[src/rtl/cpu_defs.sv]
// Phase codes and opcodes shared by the state controller and the control decoder.
// Pure definitions: no latency, no flow control.
package cpu_defs;

   typedef enum logic [2:0] {
      S_IF      = 3'b000,
      S_ID      = 3'b001,
      S_EXE_MEM = 3'b010,
      S_MEM     = 3'b011,
      S_WB_LD   = 3'b100,
      S_EXE_BR  = 3'b101,
      S_EXE_R   = 3'b110,
      S_WB_R    = 3'b111
   } state_e;

   localparam logic [5:0] OP_ADD  = 6'b000000;
   localparam logic [5:0] OP_SUB  = 6'b000001;
   localparam logic [5:0] OP_ADDI = 6'b000010;
   localparam logic [5:0] OP_OR   = 6'b010000;
   localparam logic [5:0] OP_AND  = 6'b010001;
   localparam logic [5:0] OP_ORI  = 6'b010010;
   localparam logic [5:0] OP_SLL  = 6'b011000;
   localparam logic [5:0] OP_MOVE = 6'b100000;
   localparam logic [5:0] OP_SLT  = 6'b100111;
   localparam logic [5:0] OP_SW   = 6'b110000;
   localparam logic [5:0] OP_LW   = 6'b110001;
   localparam logic [5:0] OP_BEQ  = 6'b110100;
   localparam logic [5:0] OP_J    = 6'b111000;
   localparam logic [5:0] OP_JR   = 6'b111001;
   localparam logic [5:0] OP_JAL  = 6'b111010;
   localparam logic [5:0] OP_HALT = 6'b111111;

   typedef enum logic [2:0] {
      OC_ALU,
      OC_BEQ,
      OC_MEM,
      OC_JUMP,
      OC_HALT,
      OC_ILLEGAL
   } op_class_e;

   function automatic op_class_e op_class(input logic [5:0] op);
      op_class_e oc;
      case (op)
         OP_ADD, OP_SUB, OP_ADDI, OP_OR, OP_AND,
         OP_ORI, OP_SLL, OP_MOVE, OP_SLT:  oc = OC_ALU;
         OP_BEQ:                           oc = OC_BEQ;
         OP_SW, OP_LW:                     oc = OC_MEM;
         OP_J, OP_JR, OP_JAL:              oc = OC_JUMP;
         OP_HALT:                          oc = OC_HALT;
         default:                          oc = OC_ILLEGAL;
      endcase
      return oc;
   endfunction

endpackage

[src/rtl/cpu_state_ctrl_if.sv]
// Opcode/memory-ready inputs and phase/status outputs of the state controller.
// master = controller side, slave = decoder/memory side.
interface cpu_state_ctrl_if;
   logic [5:0]  decode;
   logic        mem_ready;
   logic [2:0]  state;
   logic        halted;
   logic        instr_done;
   logic        illegal;
   logic [31:0] cycle_cnt;
   logic [31:0] instr_cnt;

   modport master (
      input  decode, mem_ready,
      output state, halted, instr_done, illegal, cycle_cnt, instr_cnt
   );

   modport slave (
      output decode, mem_ready,
      input  state, halted, instr_done, illegal, cycle_cnt, instr_cnt
   );
endinterface

[src/rtl/perf_counter.sv]
// Free-running cycle and retired-instruction counters, wrapping at 2^32; present only with PERF_CNT_EN.
// One-cycle update latency; no backpressure.
`ifdef PERF_CNT_EN
module perf_counter (
   input  logic        clk,
   input  logic        rst_n,
   input  logic        cyc_inc,
   input  logic        ins_inc,
   output logic [31:0] cycle_cnt,
   output logic [31:0] instr_cnt
);

   always_ff @(posedge clk or negedge rst_n) begin
      if (!rst_n) begin
         cycle_cnt <= '0;
         instr_cnt <= '0;
      end else begin
         if (cyc_inc) cycle_cnt <= cycle_cnt + 32'd1;
         if (ins_inc) instr_cnt <= instr_cnt + 32'd1;
      end
   end

endmodule
`endif

[src/rtl/cpu_state_ctrl.sv]
// Multi-cycle CPU phase sequencer: registered phase, instr_done/illegal combinational from phase+opcode.
// Only MEM stalls (on mem_ready); PERF_CNT_EN adds cycle/instruction counters.
module cpu_state_ctrl
   import cpu_defs::*;
(
   input  logic              CLK,
   input  logic              Reset,
   cpu_state_ctrl_if.master  bus
);

   state_e    st, st_nxt;
   op_class_e oc;
   logic      halted_q;
   logic      set_halt;
   logic      done;
   logic      ill;

   always_ff @(posedge CLK or negedge Reset) begin
      if (!Reset) begin
         st       <= S_IF;
         halted_q <= 1'b0;
      end else begin
         st <= st_nxt;
         if (set_halt) halted_q <= 1'b1;
      end
   end

   always_comb begin
      st_nxt   = st;
      set_halt = 1'b0;
      done     = 1'b0;
      ill      = 1'b0;
      oc       = op_class(bus.decode);
      case (st)
         S_IF:      st_nxt = halted_q ? S_IF : S_ID;
         S_ID: begin
            case (oc)
               OC_ALU:  st_nxt = S_EXE_R;
               OC_BEQ:  st_nxt = S_EXE_BR;
               OC_MEM:  st_nxt = S_EXE_MEM;
               OC_JUMP: begin
                  st_nxt = S_IF;
                  done   = 1'b1;
               end
               OC_HALT: begin
                  st_nxt   = S_IF;
                  done     = 1'b1;
                  set_halt = 1'b1;
               end
               default: begin
                  st_nxt = S_IF;
                  done   = 1'b1;
                  ill    = 1'b1;
               end
            endcase
         end
         S_EXE_R:   st_nxt = S_WB_R;
         S_WB_R: begin
            st_nxt = S_IF;
            done   = 1'b1;
         end
         S_EXE_BR: begin
            st_nxt = S_IF;
            done   = 1'b1;
         end
         S_EXE_MEM: st_nxt = S_MEM;
         S_MEM: begin
            // Only Lw/Sw reach MEM; anything that is not Lw retires here like a store.
            if (bus.mem_ready) begin
               if (bus.decode == OP_LW) begin
                  st_nxt = S_WB_LD;
               end else begin
                  st_nxt = S_IF;
                  done   = 1'b1;
               end
            end
         end
         S_WB_LD: begin
            st_nxt = S_IF;
            done   = 1'b1;
         end
         default:   st_nxt = S_IF;
      endcase
   end

   assign bus.state      = st;
   assign bus.halted     = halted_q;
   assign bus.instr_done = done & ~halted_q;
   assign bus.illegal    = ill & ~halted_q;

`ifdef PERF_CNT_EN
   perf_counter u_perf_counter (
      .clk       (CLK),
      .rst_n     (Reset),
      .cyc_inc   (~halted_q),
      .ins_inc   (bus.instr_done),
      .cycle_cnt (bus.cycle_cnt),
      .instr_cnt (bus.instr_cnt)
   );
`else
   assign bus.cycle_cnt = '0;
   assign bus.instr_cnt = '0;
`endif

endmodule

[src/flat_wrapper.sv]
// flat-port wrapper written by rule: the top's interface ports become plain ports
module cpu_state_ctrl_flat import cpu_defs::*;
  (CLK, Reset, bus_decode, bus_mem_ready, bus_state, bus_halted, bus_instr_done, bus_illegal, bus_cycle_cnt, bus_instr_cnt);
  cpu_state_ctrl_if bus_i ();
  input  logic CLK;
  input  logic Reset;
  input wire logic [$bits(bus_i.decode)-1:0] bus_decode;
  input wire logic [$bits(bus_i.mem_ready)-1:0] bus_mem_ready;
  output wire logic [$bits(bus_i.state)-1:0] bus_state;
  output wire logic [$bits(bus_i.halted)-1:0] bus_halted;
  output wire logic [$bits(bus_i.instr_done)-1:0] bus_instr_done;
  output wire logic [$bits(bus_i.illegal)-1:0] bus_illegal;
  output wire logic [$bits(bus_i.cycle_cnt)-1:0] bus_cycle_cnt;
  output wire logic [$bits(bus_i.instr_cnt)-1:0] bus_instr_cnt;
  assign bus_i.decode = bus_decode;
  assign bus_i.mem_ready = bus_mem_ready;
  assign bus_state = bus_i.state;
  assign bus_halted = bus_i.halted;
  assign bus_instr_done = bus_i.instr_done;
  assign bus_illegal = bus_i.illegal;
  assign bus_cycle_cnt = bus_i.cycle_cnt;
  assign bus_instr_cnt = bus_i.instr_cnt;
  cpu_state_ctrl u_core (.CLK(CLK), .Reset(Reset), .bus(bus_i));
endmodule
[config.mk]
export PLATFORM = sky130hd
export DESIGN_NAME = cpu_state_ctrl_flat
export DESIGN_NICKNAME = d
export VERILOG_FILES = /design/src/rtl/cpu_defs.sv /design/src/rtl/cpu_state_ctrl_if.sv /design/src/rtl/perf_counter.sv /design/src/rtl/cpu_state_ctrl.sv /design/src/flat_wrapper.sv
export SDC_FILE = /design/constraint.sdc
export NUM_CORES = 1
export LEC_CHECK = 0
export CORE_MARGIN = 10
export CORE_UTILIZATION = 65
export CTS_BUF_LIST = sky130_fd_sc_hd__clkbuf_4 sky130_fd_sc_hd__clkbuf_8 sky130_fd_sc_hd__clkbuf_16
export CTS_CLUSTER_DIAMETER = 30
export DETAILED_ROUTE_END_ITERATION = 6
export DONT_BUFFER_PORTS = 1
export HOLD_SLACK_MARGIN = 0.12
export PLACE_DENSITY_LB_ADDON = 0.15
export SLEW_MARGIN = 0
export SYNTH_ARGS = -nofsm -noshare
export SYNTH_HDL_FRONTEND = slang
export SYNTH_SLANG_ARGS = --single-unit
[constraint.sdc]
create_clock -name CLK -period 2.13 [get_ports CLK]
set_input_delay 0.3195 -clock CLK [delete_from_list [all_inputs] [get_ports CLK]]
set_output_delay 0.3195 -clock CLK [all_outputs]
set_load 0.05 [all_outputs]
==> impl_metrics.env <==
export IMPL_dp_cells=140
export IMPL_crit_type="flop to primary output"
export IMPL_use_met2_pct=19.0
export IMPL_met1_usage_pct=10.1
export IMPL_multiInputGateArea_sq_um=591
export IMPL_layout_drive_gt1_share_pct=11.6
export IMPL_clock_fmax_ghz=0.498
export IMPL_grt_busiest_layer="met2"
export IMPL_first_pass_iters=4
export IMPL_die_w_microns=58.5
export IMPL_track_usage_pct=11.5
export IMPL_worstSetupStartpointType="flop"
export IMPL_start_util_pct=71.3
export IMPL_worst_pin_slew_ns=0.691
export IMPL_cts_resized=0
export IMPL_design_area_sq_um=807
export IMPL_syn_avg_cell_area_sq_um=7.76
export IMPL_core_area_sq_um=1350
export IMPL_port_buffers=0
export IMPL_grt_ovfl_total=0
export IMPL_antenna_found_initial=0
export IMPL_period_share_pct=94.2
export IMPL_fin_skew_ns=0.000582
export IMPL_cellLeakagePower_nw=0.425
export IMPL_gp_congestion=0.827
export IMPL_final_hold_viol_count=0
export IMPL_cts_sinks=4
export IMPL_p_per_area_nw_per_um2=1100
export IMPL_wirelength_mm=2.16
export IMPL_synthToLayoutAreaGrowth_pct=-16.1
export IMPL_yosysSeqAreaShare_pct=10.4
export IMPL_grt_pass1_vias=743
export IMPL_io_pins=79
export IMPL_max_stage_delay_ns=0.36
export IMPL_crit_chain="inv_1 -> nand2_1 -> nor4b_1 -> a311oi_1 -> a211oi_2 -> buf_4"
export IMPL_drv_cap=0
export IMPL_antenna_left=0
export IMPL_drt_initial_drc_count=11
export IMPL_nNetsFinal=140
export IMPL_hp_class="primary input to flop"
export IMPL_crit_fanout=5
export IMPL_synth_adder_area_share_pct=0
export IMPL_setup_viol=0
export IMPL_routedWlPerCell_microns=15.0
export IMPL_grt_max_degree=13
export IMPL_critical_path_slowest_cell="dfrtp_1"
export IMPL_fin_crit_ns=2.01
export IMPL_clockBufferDepth=2
export IMPL_synthCells=124
export IMPL_ys_types=33
export IMPL_synth_compound_area_share_pct=16.1
export IMPL_grt_util_met3_pct=9.44
export IMPL_status="complete, no violations"
export IMPL_fin_cells=144
export IMPL_rsz0062_at_grt="false"
export IMPL_num_vias=693
export IMPL_cts_buffers=3
export IMPL_synth_cell_area_sq_um=962
export IMPL_synth_top_family_by_area="buffers and inverters"
export IMPL_antenna_cells=0
export IMPL_cts_tree="done"
export IMPL_yosysWarnings=0
export IMPL_dieArea_sq_um=3420
export IMPL_cp_data_required_time_ns=1.81
export IMPL_grt_pass1_wl_mm=3.30
export IMPL_fin_total_pwr_uw=889
export IMPL_placed_area_sq_um=774
export IMPL_regArea_sq_um=100
export IMPL_setup_worst_path_end_class="primary output"
export IMPL_routed_via_density=4.81
export IMPL_synthMuxAreaShare_pct=0
export IMPL_worstSkewPairLatency_ns=0.23
export IMPL_ys_ff_latch=4
export IMPL_clock_root_buffer="clkbuf_4"
export IMPL_fillCellCount=122
export IMPL_clk_pin_slew_ns=0.04
export IMPL_fin_hold_ws_ns=0.338
export IMPL_fin_tns_setup_ns=0
export IMPL_ir_worst_vdd_uv=672
export IMPL_drc=0
export IMPL_max_slew_margin_pct=53.9
export IMPL_synth_xor_area_share_pct=0.910
export IMPL_synth_simple_area_share_pct=17.9
export IMPL_final_max_slew_viol_count=0
export IMPL_std_cell_rows=13
export IMPL_die_h_microns=58.5
export IMPL_h_tree_depth=1
export IMPL_arrival_ns=1.69
export IMPL_dp_hpwl_mm=1.86
[critical path: cells and delay by family (launching register included)]
family | cells | cell delay, ns
and+or+nand+nor | 2 | 0.42
DFF | 1 | 0.36
buffers and inverters | 2 | 0.36
AOI/OAI and AO/OA | 2 | 0.30
[per-stage QoR]
step	util [%]	worst slack [ns]
floorplan	-	-0.178
global placement	57.4	0.370
detailed placement	57.4	0.330
CTS	59.8	0.139
global route	59.8	0.0206
finish	59.8	0.123
[cell usage after synthesis (all sizes together)]
master / instances / share of area (%)
a211o: 1 / 0.91
a211oi: 2 / 1.6
a21oi: 2 / 1.0
a311oi: 1 / 0.91
a31o: 2 / 1.8
a31oi: 1 / 0.65
a32o: 1 / 1.0
a41o: 2 / 2.1
and2b: 1 / 0.78
and3: 1 / 0.65
and3b: 1 / 1.3
buf: 67 / 53
conb: 1 / 0.39
dfrtp: 4 / 10
inv: 4 / 1.6
nand2: 5 / 2.0
nand2b: 2 / 1.3
nand3: 2 / 1.6
nand3b: 1 / 0.78
nand4: 1 / 0.65
nor2: 7 / 2.7
nor3: 4 / 2.1
nor4: 3 / 3.3
nor4b: 1 / 0.91
o21ai: 3 / 1.6
o311ai: 1 / 2.7
o32ai: 2 / 1.8
xnor2: 1 / 0.91
[registers in the layout, summed over array words and instances (netlist names)]
| register | cells |
|---|---|
| u_core.bus.halted | 1 |
| u_core.bus.state | 3 |
[routing by layer]
layer	vias to the layer above	wire (microns)	part of all wire [%]
met3	6	404	19
met1	311	714	33
met4	0	38	1.8
li1	306	-	-
met2	70	1010	46
met5	-	0	0
[where the power goes]
group	switching [mW]	total [mW]	internal [mW]
clock network	0.0301	0.0931	0.0630
registers	0.0671	0.173	0.106
logic	0.491	0.623	0.132
[area by class of cell]
type,instances,share of cell area [%]
Clock buffer,3,2.79
Inverter,4,1.86
Multi-Input combinational cell,112,73.2
Sequential cell,4,12.4
Tap cell,15,2.33
Timing Repair Buffer,6,7.44
[cells in the final DEF, fill, tap and decap left out, drive strengths merged]
master and instances:
conb 64, nor2 7, nand2 5, buf 5, nor3 4, dfrtp 4
inv 4, clkbuf 3, o21ai 3, nor4 3, a21oi 2, nand2b 2
o32ai 2, a41o 2, a31o 2, a211oi 2, nand3 2, nor4b 1
a311oi 1, and3b 1, and2b 1, o311ai 1, nand3b 1, nand4 1
xnor2 1, a31oi 1, and3 1, a211o 1, a32o 1, dlygate4sd3 1
[path summary, 6_finish.rpt]
kind	from	endpoint	slack [ns]	depth (start not counted)
max in group asynchronous	Reset	u_core.bus.halted$_DFFE_PN0P_	1.58	1
min reg2reg	u_core.bus.state[1]$_DFFE_PN0P_	u_core.bus.state[1]$_DFFE_PN0P_	0.75	2
max	u_core.bus.state[1]$_DFFE_PN0P_	bus_instr_done	0.12	6
min	bus_decode[5]	u_core.bus.state[0]$_DFFE_PN0P_	0.34	2
min in group asynchronous	Reset	u_core.bus.state[1]$_DFFE_PN0P_	0.37	1
max reg2reg	u_core.bus.halted$_DFFE_PN0P_	u_core.bus.state[0]$_DFFE_PN0P_	0.77	4
[cell families (layout without fill, tap and decap cells)]
group / Yosys count / count (layout)
AO/OA/AOI/OAI: 18 / 18
XOR/XNOR: 1 / 1
buffers and inverters: 71 / 13
flip-flops: 4 / 4
other: 1 / 64
AND/OR/NAND/NOR: 29 / 29
[timing repair]
item / 4_1_cts / 5_1_grt
buffers inserted: 0 / 0
hold buffers: 1 / 0
hold endpoints to repair: 4 / 0
Note: power is estimated with default switching activity, not from simulation.
==> edit (config.mk and constraints unchanged) <==
Build with the macro `PERF_CNT_EN` defined.
--- a/src/rtl/perf_counter.sv
+++ b/src/rtl/perf_counter.sv
@@ -1,4 +1,6 @@
 // Free-running cycle and retired-instruction counters, wrapping at 2^32; present only with PERF_CNT_EN.
 // One-cycle update latency; no backpressure.
+`define PERF_CNT_EN
+
 `ifdef PERF_CNT_EN
 module perf_counter (
Function: changed (Yosys sat finds a counterexample within 4 cycles, from zero or initial values and one cycle with Reset low).
==> edit against the original RTL <==
  * First-iteration DRC count increased to 13 times the old value
  * Cell area increased to 5.4 times the old value
  * Setup slack got worse by 0.10 ns
  * Synthesized area increased to 3.5 times the old value
  * Die area increased by 150%
  * Count of clock-buffer cells in the layout increased by 7
  * Non-clock buffer count increased by 76
  * Sequential cell count increased by 64
  * Total power increased to 4.8 times the old value
  * Global-route usage increased by 10 points
  * Hold slack got worse by 0.024 ns
  * Wire length increased to 4.1 times the old value
  * Fmax decreased by 5.0%
  * Critical endpoint unchanged
  * Largest cell class is now flip-flops and latches
  * Highest routed layer unchanged
==> edit: results <==
[run_status]
outcome = "complete, no violations"

[global_routing]
grtUsageTotal_pct = 21.7
grt_util_met1_pct = 25.7
grtUsageMet2_pct = 35.0
grt_max_degree = 69

[pwr]
pg_comb_mw = 1.47
p_leak_nw = 1.91

[hold_path]
hold_path_end = "u_core.bus.state[2]$_DFFE_PN0P_"
whs_path_depth = 3

[placed_design]
hpwl_mm = 6.02
gp_congestion = 0.835
dp_slack_ns = 0.0876

[finish]
area_share_clock_buf_inv_pct = 5.15
multiInputGateArea_mm2 = 0.00161
clkbuf_count = 10
n_all_inverters = 9
buffers = 82
fill_cells = 269
bufAreaShareNonClock_pct = 15.7
design_area_mm2 = 0.00437
layout.nets = 416

[route]
wirelength_mm = 8.95
drt-wirelength-per-cell_um = 18.6
met2_length_mm = 4.52
wl_met1_mm = 3.45

[floorplan]
die-area_mm2 = 0.00850

[sta]
finClkSkew_ns = 0.0117
fin_crit_ns = 2.11
slew_headroom_pct = 58.6

[clock_network]
numCtsBuffers = 9
clk_transition_reported_paths_ns = 0.06
post_cts_resized = 3
clkLatencyLatePin_ns = 0.34
clk_root_buffer_cell = "clkbuf_8"
htree_levels = 3

[worst_setup_path]
crit_start = "u_core.bus.halted$_DFFE_PN0P_"
worstReg2RegStart = "u_core.u_perf_counter.cycle_cnt[10]$_DFFE_PN0N_"
rr_endpoint = "u_core.u_perf_counter.cycle_cnt[31]$_DFFE_PN0N_"
rr_worst_depth = 6

[synthesis]
synth_area_leaders = "dfrtp_1 50%, xnor2_1 13%, nand4_1 4.6%"
ys_seq_area_share_pct = 50.3
-- edit: cell types whose count changed in the layout (fill, tap and decap cells not counted), moves of 11 or more --
cell | unedited run | this run
conb_1 | 64 | 0
nand2_1 | 5 | 35
xor2_1 | 0 | 11
dfrtp_1 | 4 | 51
buf_4 | 4 | 76
xnor2_1 | 1 | 52
nand3_1 | 1 | 19
dfrtp_2 | 0 | 17
nand4_1 | 1 | 25
-- edit: worst reg2reg max path, delay by kind of cell, from the launching register on --
family / cells / cell delay (ns)
xor gates and xnor gates: 1 / 0.14
and+or+nand+nor: 5 / 1.39
DFF: 1 / 0.36
-- edit: cells by family after synthesis --
kind of cell               Yosys count  synth area share (%)
DFF                                 68                  50.3
adders and majority gates            3                  1.03
buffers and inverters               20                  2.70
xor gates and xnor gates            63                  16.3
and+or+nand+nor                    153                  25.9
AOI/OAI and AO/OA                   14                  2.99
muxes                                2                 0.776
